$ cat config.mk
export PLATFORM = sky130hd
export DESIGN_NAME = clk_monitor
export DESIGN_NICKNAME = d
export VERILOG_FILES = /design/src/rtl/clk_monitor_pkg.sv /design/src/rtl/clk_monitor_sync_edge_det.sv /design/src/rtl/clk_monitor.sv
export SDC_FILE = /design/constraint.sdc
export NUM_CORES = 1
export LEC_CHECK = 0
export CAP_MARGIN = 0
export CORE_ASPECT_RATIO = 0.7
export CORE_MARGIN = 4
export CORE_UTILIZATION = 50
export CTS_BUF_LIST = sky130_fd_sc_hd__clkbuf_16
export CTS_CLUSTER_DIAMETER = 150
export DETAILED_ROUTE_END_ITERATION = 7
export MAX_ROUTING_LAYER = met4
export PLACE_DENSITY = 0.69
export SLEW_MARGIN = 20
export SYNTH_ARGS = -nofsm -noshare
export SYNTH_HDL_FRONTEND = slang
export SYNTH_SLANG_ARGS = --single-unit
export TNS_END_PERCENT = 50
$ cat constraint.sdc
create_clock -name clk0 -period 2.91 [get_ports clk0]
set_input_delay 0.7275 -clock clk0 [delete_from_list [all_inputs] [get_ports clk0]]
set_output_delay 0.7275 -clock clk0 [all_outputs]
set_load 0.01 [all_outputs]
$ cat src/rtl/clk_monitor_pkg.sv
// clk_monitor_pkg: shared types and constants for the clock monitor.
//   mon_state_e : monitor FSM states
//   CLK0_HZ     : frequency of the clk0 domain the monitor runs in
//   win_width() : bit width needed for a window counter running 0..window-1
package clk_monitor_pkg;

  typedef enum logic [1:0] {
    ST_IDLE    = 2'd0,
    ST_MEASURE = 2'd1,
    ST_EVAL    = 2'd2
  } mon_state_e;

  localparam int unsigned CLK0_HZ = 32_000_000;

  function automatic int win_width(input int window);
    return (window > 1) ? $clog2(window) : 1;
  endfunction

endpackage

$ cat src/rtl/clk_monitor_sync_edge_det.sv
// sync_edge_det: two-flop synchroniser followed by an edge register, for any
// asynchronous single-bit input (monitored clocks, MIDI, buttons).
// Ports:
//   clk   in  sampling clock
//   rst_n in  asynchronous active-low reset
//   d_in  in  asynchronous input
//   rise  out high for one clk cycle per synchronised rising edge
module sync_edge_det (
  input  logic clk,
  input  logic rst_n,
  input  logic d_in,
  output logic rise
);

  logic meta_q, meta_d;
  logic sync_q, sync_d;
  logic last_q, last_d;

  always_comb begin
    meta_d = d_in;
    sync_d = meta_q;
    last_d = sync_q;
  end

  always_ff @(posedge clk or negedge rst_n) begin
    if (!rst_n) begin
      meta_q <= 1'b0;
      sync_q <= 1'b0;
      last_q <= 1'b0;
    end else begin
      meta_q <= meta_d;
      sync_q <= sync_d;
      last_q <= last_d;
    end
  end

  assign rise = sync_q & ~last_q;

endmodule

$ cat src/rtl/clk_monitor.sv
// clk_monitor: counts rising edges of an asynchronous divided clock over a
// fixed clk0 window, checks the count against EXPECTED +/- TOL and declares
// lock after LOCK_WINDOWS consecutive good windows. A bad window while locked
// raises a sticky fault.
// Optional: define CLK_MON_STUCK_EN to add a stuck-clock detector that faults
// after STUCK_CYCLES clk0 cycles with no detected edge.
// Ports:
//   clk0       in  system clock
//   rst_n      in  asynchronous active-low reset
//   mon_clk    in  monitored clock, asynchronous to clk0
//   enable     in  run the monitor (level)
//   clr_fault  in  pulse: clear sticky fault
//   meas_count out edge count of the last completed window
//   meas_valid out one-cycle pulse when meas_count updates
//   in_range   out last window within EXPECTED +/- TOL
//   locked     out LOCK_WINDOWS consecutive good windows seen
//   fault      out sticky fault
//
// state    | meaning
// ---------+------------------------------------------------------------
// IDLE     | disabled, counters held at 0
// MEASURE  | window counter running, detected edges counted
// EVAL     | one cycle: publish count, update in_range / lock / fault
module clk_monitor
  import clk_monitor_pkg::*;
#(
  parameter int WINDOW       = 3200,
  parameter int EXPECTED     = 100,
  parameter int TOL          = 2,
  parameter int LOCK_WINDOWS = 4,
  parameter int CNT_W        = 16
`ifdef CLK_MON_STUCK_EN
  ,
  parameter int STUCK_CYCLES = 256
`endif
) (
  input  logic             clk0,
  input  logic             rst_n,
  input  logic             mon_clk,
  input  logic             enable,
  input  logic             clr_fault,
  output logic [CNT_W-1:0] meas_count,
  output logic             meas_valid,
  output logic             in_range,
  output logic             locked,
  output logic             fault
);

  localparam int WIN_W  = win_width(WINDOW);
  localparam int GOOD_W = $clog2(LOCK_WINDOWS + 1);
  localparam logic [WIN_W-1:0]     WIN_LAST = WIN_W'(WINDOW - 1);
  localparam logic [GOOD_W-1:0]    LOCK_CNT = GOOD_W'(LOCK_WINDOWS);
  localparam logic signed [CNT_W:0] EXP_S   = (CNT_W + 1)'(EXPECTED);
  localparam logic signed [CNT_W:0] TOL_S   = (CNT_W + 1)'(TOL);

  mon_state_e        state_q, state_d;
  logic [WIN_W-1:0]  win_cnt_q, win_cnt_d;
  logic [CNT_W-1:0]  edge_cnt_q, edge_cnt_d;
  logic [GOOD_W-1:0] good_cnt_q, good_cnt_d;
  logic [CNT_W-1:0]  meas_count_q, meas_count_d;
  logic              meas_valid_q, meas_valid_d;
  logic              in_range_q, in_range_d;
  logic              locked_q, locked_d;
  logic              fault_q, fault_d;

  logic              rise;
  logic signed [CNT_W:0] diff, diff_abs;
  logic              win_ok;

  sync_edge_det u_sync (
    .clk   (clk0),
    .rst_n (rst_n),
    .d_in  (mon_clk),
    .rise  (rise)
  );

  // Signed difference one bit wider than the counter so a saturated count
  // cannot wrap into the tolerance band.
  always_comb begin
    diff     = $signed({1'b0, edge_cnt_q}) - EXP_S;
    diff_abs = diff[CNT_W] ? -diff : diff;
    win_ok   = (diff_abs <= TOL_S);
  end

`ifdef CLK_MON_STUCK_EN
  localparam int STUCK_W = (STUCK_CYCLES > 1) ? $clog2(STUCK_CYCLES) : 1;
  localparam logic [STUCK_W-1:0] STUCK_LAST = STUCK_W'(STUCK_CYCLES - 1);
  logic [STUCK_W-1:0] stuck_cnt_q, stuck_cnt_d;
`endif

  always_comb begin
    state_d      = state_q;
    win_cnt_d    = win_cnt_q;
    edge_cnt_d   = edge_cnt_q;
    good_cnt_d   = good_cnt_q;
    meas_count_d = meas_count_q;
    meas_valid_d = 1'b0;
    in_range_d   = in_range_q;
    locked_d     = locked_q;
    fault_d      = fault_q & ~clr_fault;

    case (state_q)
      ST_IDLE: begin
        win_cnt_d  = '0;
        edge_cnt_d = '0;
        good_cnt_d = '0;
        locked_d   = 1'b0;
        if (enable) state_d = ST_MEASURE;
      end
      ST_MEASURE: begin
        if (!enable) begin
          state_d    = ST_IDLE;
          win_cnt_d  = '0;
          edge_cnt_d = '0;
          good_cnt_d = '0;
          locked_d   = 1'b0;
        end else begin
          if (rise && (edge_cnt_q != {CNT_W{1'b1}})) edge_cnt_d = edge_cnt_q + 1'b1;
          if (win_cnt_q == WIN_LAST) state_d = ST_EVAL;
          else                       win_cnt_d = win_cnt_q + 1'b1;
        end
      end
      ST_EVAL: begin
        // Edges detected in this cycle are intentionally not counted.
        meas_count_d = edge_cnt_q;
        meas_valid_d = 1'b1;
        in_range_d   = win_ok;
        if (win_ok) good_cnt_d = (good_cnt_q == LOCK_CNT) ? good_cnt_q : good_cnt_q + 1'b1;
        else        good_cnt_d = '0;
        locked_d = (good_cnt_d == LOCK_CNT);
        if (!win_ok && locked_q) fault_d = 1'b1;
        win_cnt_d  = '0;
        edge_cnt_d = '0;
        state_d    = enable ? ST_MEASURE : ST_IDLE;
      end
      default: state_d = ST_IDLE;
    endcase

`ifdef CLK_MON_STUCK_EN
    stuck_cnt_d = stuck_cnt_q;
    if ((state_q == ST_IDLE) || (state_d == ST_IDLE) || rise) begin
      stuck_cnt_d = '0;
    end else if (stuck_cnt_q == STUCK_LAST) begin
      // Abandon the window without publishing and restart measuring.
      stuck_cnt_d  = '0;
      fault_d      = 1'b1;
      locked_d     = 1'b0;
      good_cnt_d   = '0;
      win_cnt_d    = '0;
      edge_cnt_d   = '0;
      meas_valid_d = 1'b0;
      meas_count_d = meas_count_q;
      in_range_d   = in_range_q;
      state_d      = ST_MEASURE;
    end else begin
      stuck_cnt_d = stuck_cnt_q + 1'b1;
    end
`endif
  end

  always_ff @(posedge clk0 or negedge rst_n) begin
    if (!rst_n) begin
      state_q      <= ST_IDLE;
      win_cnt_q    <= '0;
      edge_cnt_q   <= '0;
      good_cnt_q   <= '0;
      meas_count_q <= '0;
      meas_valid_q <= 1'b0;
      in_range_q   <= 1'b0;
      locked_q     <= 1'b0;
      fault_q      <= 1'b0;
    end else begin
      state_q      <= state_d;
      win_cnt_q    <= win_cnt_d;
      edge_cnt_q   <= edge_cnt_d;
      good_cnt_q   <= good_cnt_d;
      meas_count_q <= meas_count_d;
      meas_valid_q <= meas_valid_d;
      in_range_q   <= in_range_d;
      locked_q     <= locked_d;
      fault_q      <= fault_d;
    end
  end

`ifdef CLK_MON_STUCK_EN
  always_ff @(posedge clk0 or negedge rst_n) begin
    if (!rst_n) stuck_cnt_q <= '0;
    else        stuck_cnt_q <= stuck_cnt_d;
  end
`endif

  assign meas_count = meas_count_q;
  assign meas_valid = meas_valid_q;
  assign in_range   = in_range_q;
  assign locked     = locked_q;
  assign fault      = fault_q;

endmodule
# Word level (Yosys, flattened, before mapping)
# Index checks and enable logic that the tools add are counted.
# word_totals
ff_bits,56
elab_cells,66
# classes
order_cmp,1
reduce_logical,11
n_bitwise,4
add_sub_neg,5
n_eq_ne,11
n_mux,22
# op_table
op,count
$mux W16,2
$pmux W16 S2,1
$mux W12,2
$pmux W12 S2,1
$le A17 B3 Y1 const B,1
$mux W17,1
$neg A17 Y17,1
$sub A16 B7 Y17 const B,1
$add A16 B1 Y16 const B,1
$ne A16 B16 Y1 const B,1
$add A12 B1 Y12 const B,1
$eq A12 B12 Y1 const B,1
$mux W3,4
$ne A3 B3 Y1 const B,3
$pmux W3 S3,1
$reduce_and A2 Y1,4
$eq A3 B3 Y1 const B,2
$mux W2,3
$pmux W2 S3,1
$mux W1,5
$ne A2 B2 Y1 const B,2
$add A3 B1 Y3 const B,1
$pmux W1 S3,1
$reduce_bool A3 Y1,1
other kinds (9),12

# Logic depth before layout (Yosys ltp)
# Gate-level depths: netlist of the first run.
# depth
depth_word,8
mapped_depth,10
ltp_nobuf,9

# By module
# A second synthesis of the first run with hierarchy kept.
# unflattened
hier_cells,372
hier_area_um2,3203.1
# modules_own_cells
mod,area_each_um2,n_inst,cells_per_inst
clk_monitor,3114.2,1,368
sync_edge_det,88.8,1,4

# Least setup slack after synthesis of the first run
# OpenSTA, ideal clock, no wires.
# synth_timing
kind,register to register
startpoint,register edge_cnt_q[2]
endpoint,"register fault_q, in the netlist fault"
period_less_slack_ps,2502
setup_slack_ps,408
path_stages_with_launch,11
setup_time_ps,122
arrival_time_ps,2381
cell_sequence,dfrtp_1 -> buf_6 -> inv_1 -> ha_1 -> and2b_2 -> o21ai_2 -> nor2_1 -> mux2_2 -> a211oi_2 -> nand3_1 -> a32o_1
# synth_via
elab_chain_cells,8
# synth_rtl
element,line,text
from (decl),clk_monitor.sv:58,"logic [CNT_W-1:0] edge_cnt_q, edge_cnt_d;"
from (signal assigned),clk_monitor.sv:175,edge_cnt_q <= edge_cnt_d;
$sub A16 B7 Y17 (*),clk_monitor.sv:80,"diff = $signed({1'b0, edge_cnt_q}) - EXP_S;"
$neg A17 Y17,clk_monitor.sv:81,diff_abs = diff[CNT_W] ? -diff : diff;
$mux W17 (*),clk_monitor.sv:81,
$le A17 B3 Y1 (*),clk_monitor.sv:82,win_ok = (diff_abs <= TOL_S);
$logic_not A1 Y1 (*),clk_monitor.sv:131,if (!win_ok && locked_q) fault_d = 1'b1;
$logic_and A1 B1 Y1 (*),clk_monitor.sv:131,
$mux W1 (*),clk_monitor.sv:131,
$mux W1 (*),clk_monitor.sv:102,case (state_q)
net fault_d,clk_monitor.sv:64,"logic fault_q, fault_d;"
to (signal assigned),clk_monitor.sv:181,fault_q <= fault_d;
to (decl),clk_monitor.sv:64,
# The timed path passes the listed nets; every way through them passes the cells marked *.
# A chain may end at the register's enable or synchronous reset.

# Final worst setup path of the first run
# layout_timing
startpoint,register edge_cnt_q[3]
endpoint,"register fault_q, in the netlist fault"
# The elaborated chain is that of the path after synthesis.

==> metrics.md, run 1 <==
| Metric | Value |
|---|---|
| Final WS setup | roughly 0.22 ns |
| Avg WL per Cell | around 16 µm |
| Layout cell share with drive strength beyond 1 | between 10 and 15% |
| Fin. Hold Viols | 0 |
| Critical Path Max Stage Delay | between 0.4 and 0.5 ns |
| Pwr Density | 411 nW/µm² |
| Switching power | between 0.3 and 0.4 mW |
| DR pass1 iterations | 5 |
| Worst VDD drop | 244 µV |
| Worst-Margin Slew | a little over 0.8 ns |
| Min-Delay Path Class | register to register |
| Clk sinks | between 50 and 60 |
| Reg2Reg Depth | 9 |
| Die area | between 7000 and 8000 µm² |
| Via density | 5.90 |
| Grt total ovfl | 0 |
| Crit path max-delay family | compound AO/OA/AOI/OAI gates |
| Crit-path slowest cell | dfrtp_1 |
| Post-layout util | roughly 61% |
| Initial core utilization | a little over half |
| Final wirelength | around 7400 µm |
| Post-synthesis register bit count | 56 |
| Core ar. | ~5900 µm² |
| Critical path fanouts, max | 9 |
| Cell Area, Placed | roughly 3400 µm² |
| Cell area after layout | 3580 µm² |
| Status | finished clean |
| Hold depth | 0 |
| Starting DRC count in detailed routing | between 200 and 300 |
| Hold Startpoint | u_sync.meta_q$_DFF_PN0_ |
| I/O Pins | 25 |
| Sw frac | a little under a quarter |
| Slew Viols, Final | 0 |
| Crit-path cells | inv_1, ha_1, and2b_2, o21ai_2, nor2_2, mux2_2, a211oi_4, nand3_1, a32o_1 |
| Detailed placer's ending HPWL | between 5000 and 6000 µm |
| Vias in the first global route | between 2000 and 3000 |
| CTS Hold Bufs | 0 |
| Initial antenna violation count | 0 |
| Routability congestion estimate | a little over 0.9 |
| Cell Area, Synth | roughly 3100 µm² |
| Syn Nets | ~370 |
| Min cycle time layout | approximately 2.7 ns |
| Logic pwr share | under 10% |
| Synth async-reset ratio | between 90% and 100% |
| Reg-to-Reg End | fault$_DFF_PN0_ |
| Fin cells | ~460 |
| Largest net degree at the start of global routing | 26 |
| CP required | a little over 3 ns |
| Avg Cell Area, Syn | 8.77 µm² |
| CTS buffer count | 5 |
| I/O Buffers | 24 |
| Min Hold Slack | around 0.35 ns |
| DRC violation count after routing | 0 |
| Final Cycle Share | about 93% |
| RSZ-0062 raised after global routing | false |
| Critical Path Sink Type | register |
| Fmax | 371 MHz |
| Reg2reg start | edge_cnt_q[3]$_DFFE_PN0P_ |
| Post-synth EDFFs | 0 |
| WP buf/inv | 1 |
| Final nets | ~400 |
| First-pass GRT wire length | 12700 µm |
| Number of post-CTS setup repair buffers | 0 |
| WP data arrival | 2.87 ns |
| Pwr Total | 1.47 mW |
| Worst Setup SP | edge_cnt_q[3]$_DFFE_PN0P_ |
| Clock share of power | about two fifths |
| Die W | 102 µm |
| Sequential share of power | ~54% |
| Synth Instances | 353 |
| Post-CTS resize count | 0 |
| Leak pwr | roughly 1.6 nW |
| Final setup fails | 0 |
| Yosys warns | 0 |
| GRT Util Overall | between 20% and 30% |
| Clk_lat worst skew | a little under 0.3 ns |
| Register area share after synthesis | 45.3% |
| Area Overhead vs Synth | 15.8% |
| Root Buffer | clkbuf_16 |
| # diodes | 0 |
| Max-Cap Viols | 0 |
| Dpl ws | between 0.2 and 0.25 ns |
| Headroom to the max-slew limit | between 40 and 50% |
| Die Ht | 73.8 µm |
| Clk buf depth | 2 |
| Hold endpoint | u_sync.last_d$_DFF_PN0_ |
| Worst Path Class, Setup | register to register |
| DRT antenna net count | 0 |
| Startpoint types | register |
| Placement row count | 23 |
| Placed Instances | between 400 and 500 |
| Worst clock skew | ~0.0083 ns |
| R2R Setup Slk | between 0.2 and 0.25 ns |
| Clock slew seen by the registers of the worst setup and hold paths | around 0.070 ns |
| Top_reg_cell synth | dfrtp_1 |
| H-tree Lvls | 2 |
| Routed via count | between 2000 and 3000 |
| Internal power | 1.13 mW |
| Yosys cell types | 53 |
| Setup TNS Final | 0 ns |
| CTS tree | done |
## cell usage after synthesis, types with 5 or more instances
cell type / count / area share (%)
nand2_1: 63 / 7.6
dfrtp_1: 56 / 45
o21ai_0: 47 / 7.6
nor2_1: 31 / 3.8
nand3_1: 21 / 3.4
inv_1: 14 / 1.7
and3_1: 12 / 2.4
clkbuf_1: 10 / 1.2
ha_1: 9 / 3.6
o31ai_1: 6 / 1.5
xor2_1: 6 / 1.7
a21oi_1: 5 / 0.81
a31oi_1: 5 / 1.0
## power groups by stage
stage	registers (mW)	clock network (mW)	logic, mW
global placement	0.807	0	0.0819
finish	0.792	0.599	0.0839
detailed placement	0.807	0	0.0834
CTS	0.792	0.612	0.0838
global route	0.793	0.646	0.0938
floorplan	0.805	0	0.0397
## layer usage
layer | track usage (%) | up-vias | routed length [µm]
met5 | - | - | 0
met4 | 4.37 | 0 | 59
met3 | 3.98 | 10 | 474
met2 | 28.8 | 101 | 2990
met1 | 35.0 | 1286 | 3880
li1 | - | 1304 | -
## worst max-delay path by stage
stage / slack, ns / depth (start not counted) / endpoint
4_1_cts: 0.17 / 9 / fault$_DFF_PN0_
3_3_place_gp: 0.35 / 9 / edge_cnt_q[5]$_DFFE_PN0P_
5_1_grt: 0.003 / 9 / edge_cnt_q[2]$_DFFE_PN0P_
3_5_place_dp: 0.21 / 9 / fault$_DFF_PN0_
2_1_floorplan: 0.41 / 10 / fault$_DFF_PN0_
6_report: 0.22 / 9 / fault$_DFF_PN0_
## cell type report
cell class / instances / area (µm²)
timing repair buffer: 40 / 355
clock inverter: 3 / 20.0
sequential: 56 / 1400
multi-input combinational: 265 / 1540
clock buffer: 5 / 125
fill: 544 / 2290
inverter: 14 / 52.6
tap: 75 / 93.8
## sequential cells by signal, summed over array words and instances (netlist names), 2 cells and up
name,flops
meas_count,16
win_cnt_q,12
state_q,2
good_cnt_q,3
edge_cnt_q,16
## cell families (layout without fill, tap and decap cells)
| family | count (synthesis) | after routing | share of synthesized area [%] |
|---|---|---|---|
| muxes | 2 | 2 | 0.687 |
| and+or+nand+nor | 159 | 159 | 24.6 |
| AOI/OAI and AO/OA | 87 | 87 | 18.1 |
| xor gates and xnor gates | 8 | 8 | 2.26 |
| buffers and inverters | 32 | 62 | 5.46 |
| adders and majority gates | 9 | 9 | 3.64 |
| DFF | 56 | 56 | 45.3 |
## placed cells by master, fill, tap and decap left out, drive strengths merged, types with 4 or more instances in the layout
cell	count
o21ai	49
nor2	31
a21oi	5
nand3	21
nor4	4
a31oi	5
nor3	4
dfrtp	56
xor2	6
nand2	63
ha	9
clkdlybuf4s50	23
buf	17
and3	13
o31ai	6
clkbuf	5
inv	15
nor2b	4
Power figures use the tool's default switching activity.
==> run 2, diff against run 1 <==
--- a/config.mk
+++ b/config.mk
@@ -11,6 +11,7 @@
 export CORE_UTILIZATION = 50
 export CTS_BUF_LIST = sky130_fd_sc_hd__clkbuf_16
 export CTS_CLUSTER_DIAMETER = 150
+export CTS_CLUSTER_SIZE = 24
 export DETAILED_ROUTE_END_ITERATION = 7
 export MAX_ROUTING_LAYER = met4
 export PLACE_DENSITY = 0.69
==> results of run 2 <==
Same layout as run 1: the final DEF is identical, and so are final timing and power.
==> run 3, diff against run 2 <==
--- a/config.mk
+++ b/config.mk
@@ -5,6 +5,7 @@
 export SDC_FILE = /design/constraint.sdc
 export NUM_CORES = 1
 export LEC_CHECK = 0
+export ABC_AREA = 1
 export CAP_MARGIN = 0
 export CORE_ASPECT_RATIO = 0.7
 export CORE_MARGIN = 4
@@ -18,5 +19,6 @@
 export SLEW_MARGIN = 20
 export SYNTH_ARGS = -nofsm -noshare
 export SYNTH_HDL_FRONTEND = slang
+export SYNTH_HIERARCHICAL = 1
 export SYNTH_SLANG_ARGS = --single-unit
-export TNS_END_PERCENT = 50
+export TNS_END_PERCENT = 100
==> metrics.md, run 3 <==
| Metric | Value |
|---|---|
| Clk sinks | 56 (unchanged) |
| Crit-path cells | ha_1, nand4_1, nor2_1, nand4_1, nor2_1, nand3_1, o211ai_2, or2_2, o22ai_1 |
| CTS buffer count | 5 (unchanged) |
| Met1 usage | 31.8% (-3.2 points) |
| Post-layout util | 58.4% (-2.7 points) |
| Avg Cell Area, Syn | 7.47 µm² (-15%) |
| M3 GR Usage | 3.29% (-0.70 points) |
| Critical path fanouts, max | 11 (+2) |
| Post-synth top area cell | dfrtp_1 |
| Number of post-CTS setup repair buffers | 0 (unchanged) |
| Initial antenna violation count | 0 (unchanged) |
| Reg-to-Reg End | edge_cnt_q[2]$_DFFE_PN0P_ |
| DRC violation count after routing | 0 (unchanged) |
| Synth Instances | 469 (+33%) |
| Busiest grt layer | met2 |
| Logic pwr share | 6.5% (+0.8 points) |
| CTS Hold Bufs | 0 (unchanged) |
| Yosys cell types | 37 (-30%) |
| Syn Nets | 483 (+32%) |
| Min Hold Slack | 0.364 ns (+0.0134 ns) |
| Crit-path slowest cell | dfrtp_1 |
| Headroom to the max-slew limit | 40.1% (-4.3 points) |
| Post-synth EDFFs | 0 (unchanged) |
| Clock share of power | 39.0% (-1.6 points) |
| Reg2reg start | edge_cnt_q[2]$_DFFE_PN0P_ |
| Worst clock skew | 0.00586 ns (-0.00244 ns) |
| Synth top cells by count | nand2_1, dfrtp_1, inv_1, nor2_1, nand3_1 |
| Routability congestion estimate | 0.960 (+5.8%) |
| CTS tree | done |
| Placed Instances | 581 (+29%) |
| Critical Path Max Stage Delay | 0.50 ns (+0.02 ns) |
| Initial core utilization | 51.6% (-1.1 points) |
| Die area | 8430 µm² (+12%) |
| DR pass1 iterations | 4 (-1) |
| Hold Startpoint | u_sync/meta_q$_DFF_PN0_ |
| Pwr Total | 1.48 mW (about the same) |
| Fin. Hold Viols | 0 (unchanged) |
| Startpoint types | register |
| Layout cell share with drive strength beyond 1 | 10.9% (+0.73 points) |
| Clk buf depth | 2 (unchanged) |
| DRT antenna net count | 0 (unchanged) |
| # diodes | 0 (unchanged) |
| Top cells by area, synth | dfrtp_1, nand2_1, inv_1, nor2_1, nand3_1 |
| Top cell type's share of synthesized area | 40.0% (-5.3 points) |
| Final WS setup | 0.357 ns (+0.140 ns) |
| Synth async-reset ratio | 100% (unchanged) |
| Max-Cap Viols | 0 (unchanged) |
| I/O Pins | 25 (unchanged) |
| Slew Viols, Final | 0 (unchanged) |
| WP buf/inv | 0 (-1) |
| WP data arrival | 2.71 ns (-0.16 ns) |
| Cell area after layout | 3960 µm² (+11%) |
| Hold depth | 0 (unchanged) |
| R2R Setup Slk | 0.36 ns (+0.14 ns) |
| Largest net degree at the start of global routing | 57 (+120%) |
| Cell Area, Placed | 3820 µm² (+11%) |
| Min-Delay Path Class | register to register |
| Root Buffer | clkbuf_16 |
| Post-synthesis register bit count | 56 (unchanged) |
| Critical Path Sink Type | register |
| Routed via count | 3136 (+16%) |
| Commonest non-fill, non-tap cell in the layout | nand2_1 |
| Dpl ws | 0.242 ns (+0.0363 ns) |
| Sequential share of power | 54.5% (+0.8 points) |
| Status | finished clean |
| Sw frac | 23.1% (-0.22 points) |
| Switching power | 0.341 mW (-0.90%) |
| GRT Util Overall | 21.7% (-0.32 points) |
| Clock slew seen by the registers of the worst setup and hold paths | 0.07 ns (about the same) |
| Core ar. | 6790 µm² (+16%) |
| Fin cells | 589 (+29%) |
| Yosys warns | 6 (+6) |
| Detailed placer's ending HPWL | 6140 µm (+19%) |
| Grt total ovfl | 0 (unchanged) |
| Final wirelength | 8090 µm (+9.2%) |
| Top_reg_cell synth | dfrtp_1 |
| Reg2Reg Depth | 9 (unchanged) |
| CP required | 3.06 ns (-0.03 ns) |
| Setup TNS Final | 0 ns (unchanged) |
| Met2 GRT Util | 33.0% (+4.2 points) |
| First-pass GRT wire length | 14600 µm (+15%) |
| Worst VDD drop | 280 µV (+15%) |
| Area Overhead vs Synth | 13.0% |
| Avg WL per Cell | 13.7 µm (-15%) |
| Crit path max-delay family | simple AND/OR/NAND/NOR gates |
| Register area share after synthesis | 40.0% (-5.3 points) |
| Vias in the first global route | 3021 (+20%) |
| Clk_lat worst skew | 0.29 ns (about the same) |
| Post-CTS resize count | 0 (unchanged) |
| Die W | 108 µm (+5.9%) |
| Via density | 5.32 (-9.7%) |
| H-tree Lvls | 2 (unchanged) |
| Leak pwr | 1.90 nW (+18%) |
| Placement row count | 25 (+8.7%) |
| Final setup fails | 0 (unchanged) |
| Final Cycle Share | 87.7% (-4.8 points) |
| Hold endpoint | u_sync/last_d$_DFF_PN0_ |
| Cell Area, Synth | 3500 µm² (+13%) |
| Die Ht | 78.0 µm (+5.7%) |
| Fmax | 392 MHz (+5.5%) |
| Worst-Margin Slew | 0.898 ns (+0.0675 ns) |
| Worst Path Class, Setup | register to register |
| I/O Buffers | 24 (unchanged) |
| Internal power | 1.13 mW (+0.32%) |
| Min cycle time layout | 2.55 ns (-0.140 ns) |
| Pwr Density | 372 nW/µm² (-9.5%) |
| Cell with the most instances after synthesis | nand2_1 |
| Commonest cells after routing, fill and taps aside | nand2_1, dfrtp_1, inv_1, nor2_1, nand3_1 |
| Final nets | 508 (+28%) |
| Starting DRC count in detailed routing | 261 (-9.1%) |
| RSZ-0062 raised after global routing | false |
run 3: changes by cell type in the layout (fill, tap and decap cells not counted), moves of 11 or more:
| cell | previous run | this run |
|---|---|---|
| nand4_1 | 3 | 14 |
| inv_1 | 15 | 54 |
| nand2_1 | 63 | 122 |
| nor2_1 | 30 | 50 |
| and3_1 | 12 | 0 |
| o21ai_0 | 47 | 26 |
| a21oi_1 | 5 | 16 |
| nand2_2 | 0 | 12 |
| o22ai_1 | 2 | 16 |
| buf_4 | 16 | 2 |
run 3: logic make-up after synthesis:
group           after synthesis  synth area share, %
compound gates               69                 11.2
xor+xnor                     14                 3.50
buf+inv                      69                 8.00
flops                        56                 40.0
fa+ha+maj                     9                 3.21
simple gates                252                 34.1
run 3: worst max-delay path by stage:
stage                                    startpoint                         to  slack (ns)  depth (start not counted)
after floorplan           edge_cnt_q[2]$_DFFE_PN0P_         locked$_DFFE_PN0P_        0.84                         15
after global placement                       enable   win_cnt_q[2]$_DFFE_PN0P_        0.35                          8
after detailed placement                     enable   win_cnt_q[2]$_DFFE_PN0P_        0.24                          8
after CTS                 edge_cnt_q[2]$_DFFE_PN0P_         locked$_DFFE_PN0P_        0.36                         17
after global routing      edge_cnt_q[2]$_DFFE_PN0P_         locked$_DFFE_PN0P_        0.06                         17
final                     edge_cnt_q[2]$_DFFE_PN0P_  edge_cnt_q[2]$_DFFE_PN0P_        0.36                          9
run 3: per-layer routing:
layer	wire, µm	vias up
li1	-	1570
met3	514	8
met5	0	-
met1	3960	1462
met2	3550	96
met4	67	0
run 3: worst reg2reg max path, delay by kind of cell (launching register included):
family	cells	cell delay [ns]
fa+ha+maj	1	0.23
simple gates	6	1.36
compound gates	2	0.34
flops	1	0.50
run 3: power by group through the flow:
| stage | Combinational, mW | Sequential (mW) | Clock, mW |
|---|---|---|---|
| after floorplan | 0.0603 | 0.816 | 0 |
| after global placement | 0.0976 | 0.818 | 0 |
| after detailed placement | 0.0979 | 0.818 | 0 |
| after CTS | 0.0981 | 0.803 | 0.596 |
| after global routing | 0.114 | 0.806 | 0.634 |
| final | 0.0964 | 0.803 | 0.575 |
run 3: layout make-up:
class,instances,area [µm²]
clock buffer,5,125
inverter,61,229
fill,650,2830
timing repair buffer,26,250
multi-input combinational,344,1820
sequential,56,1400
clock inverter,3,15.0
tap,94,118
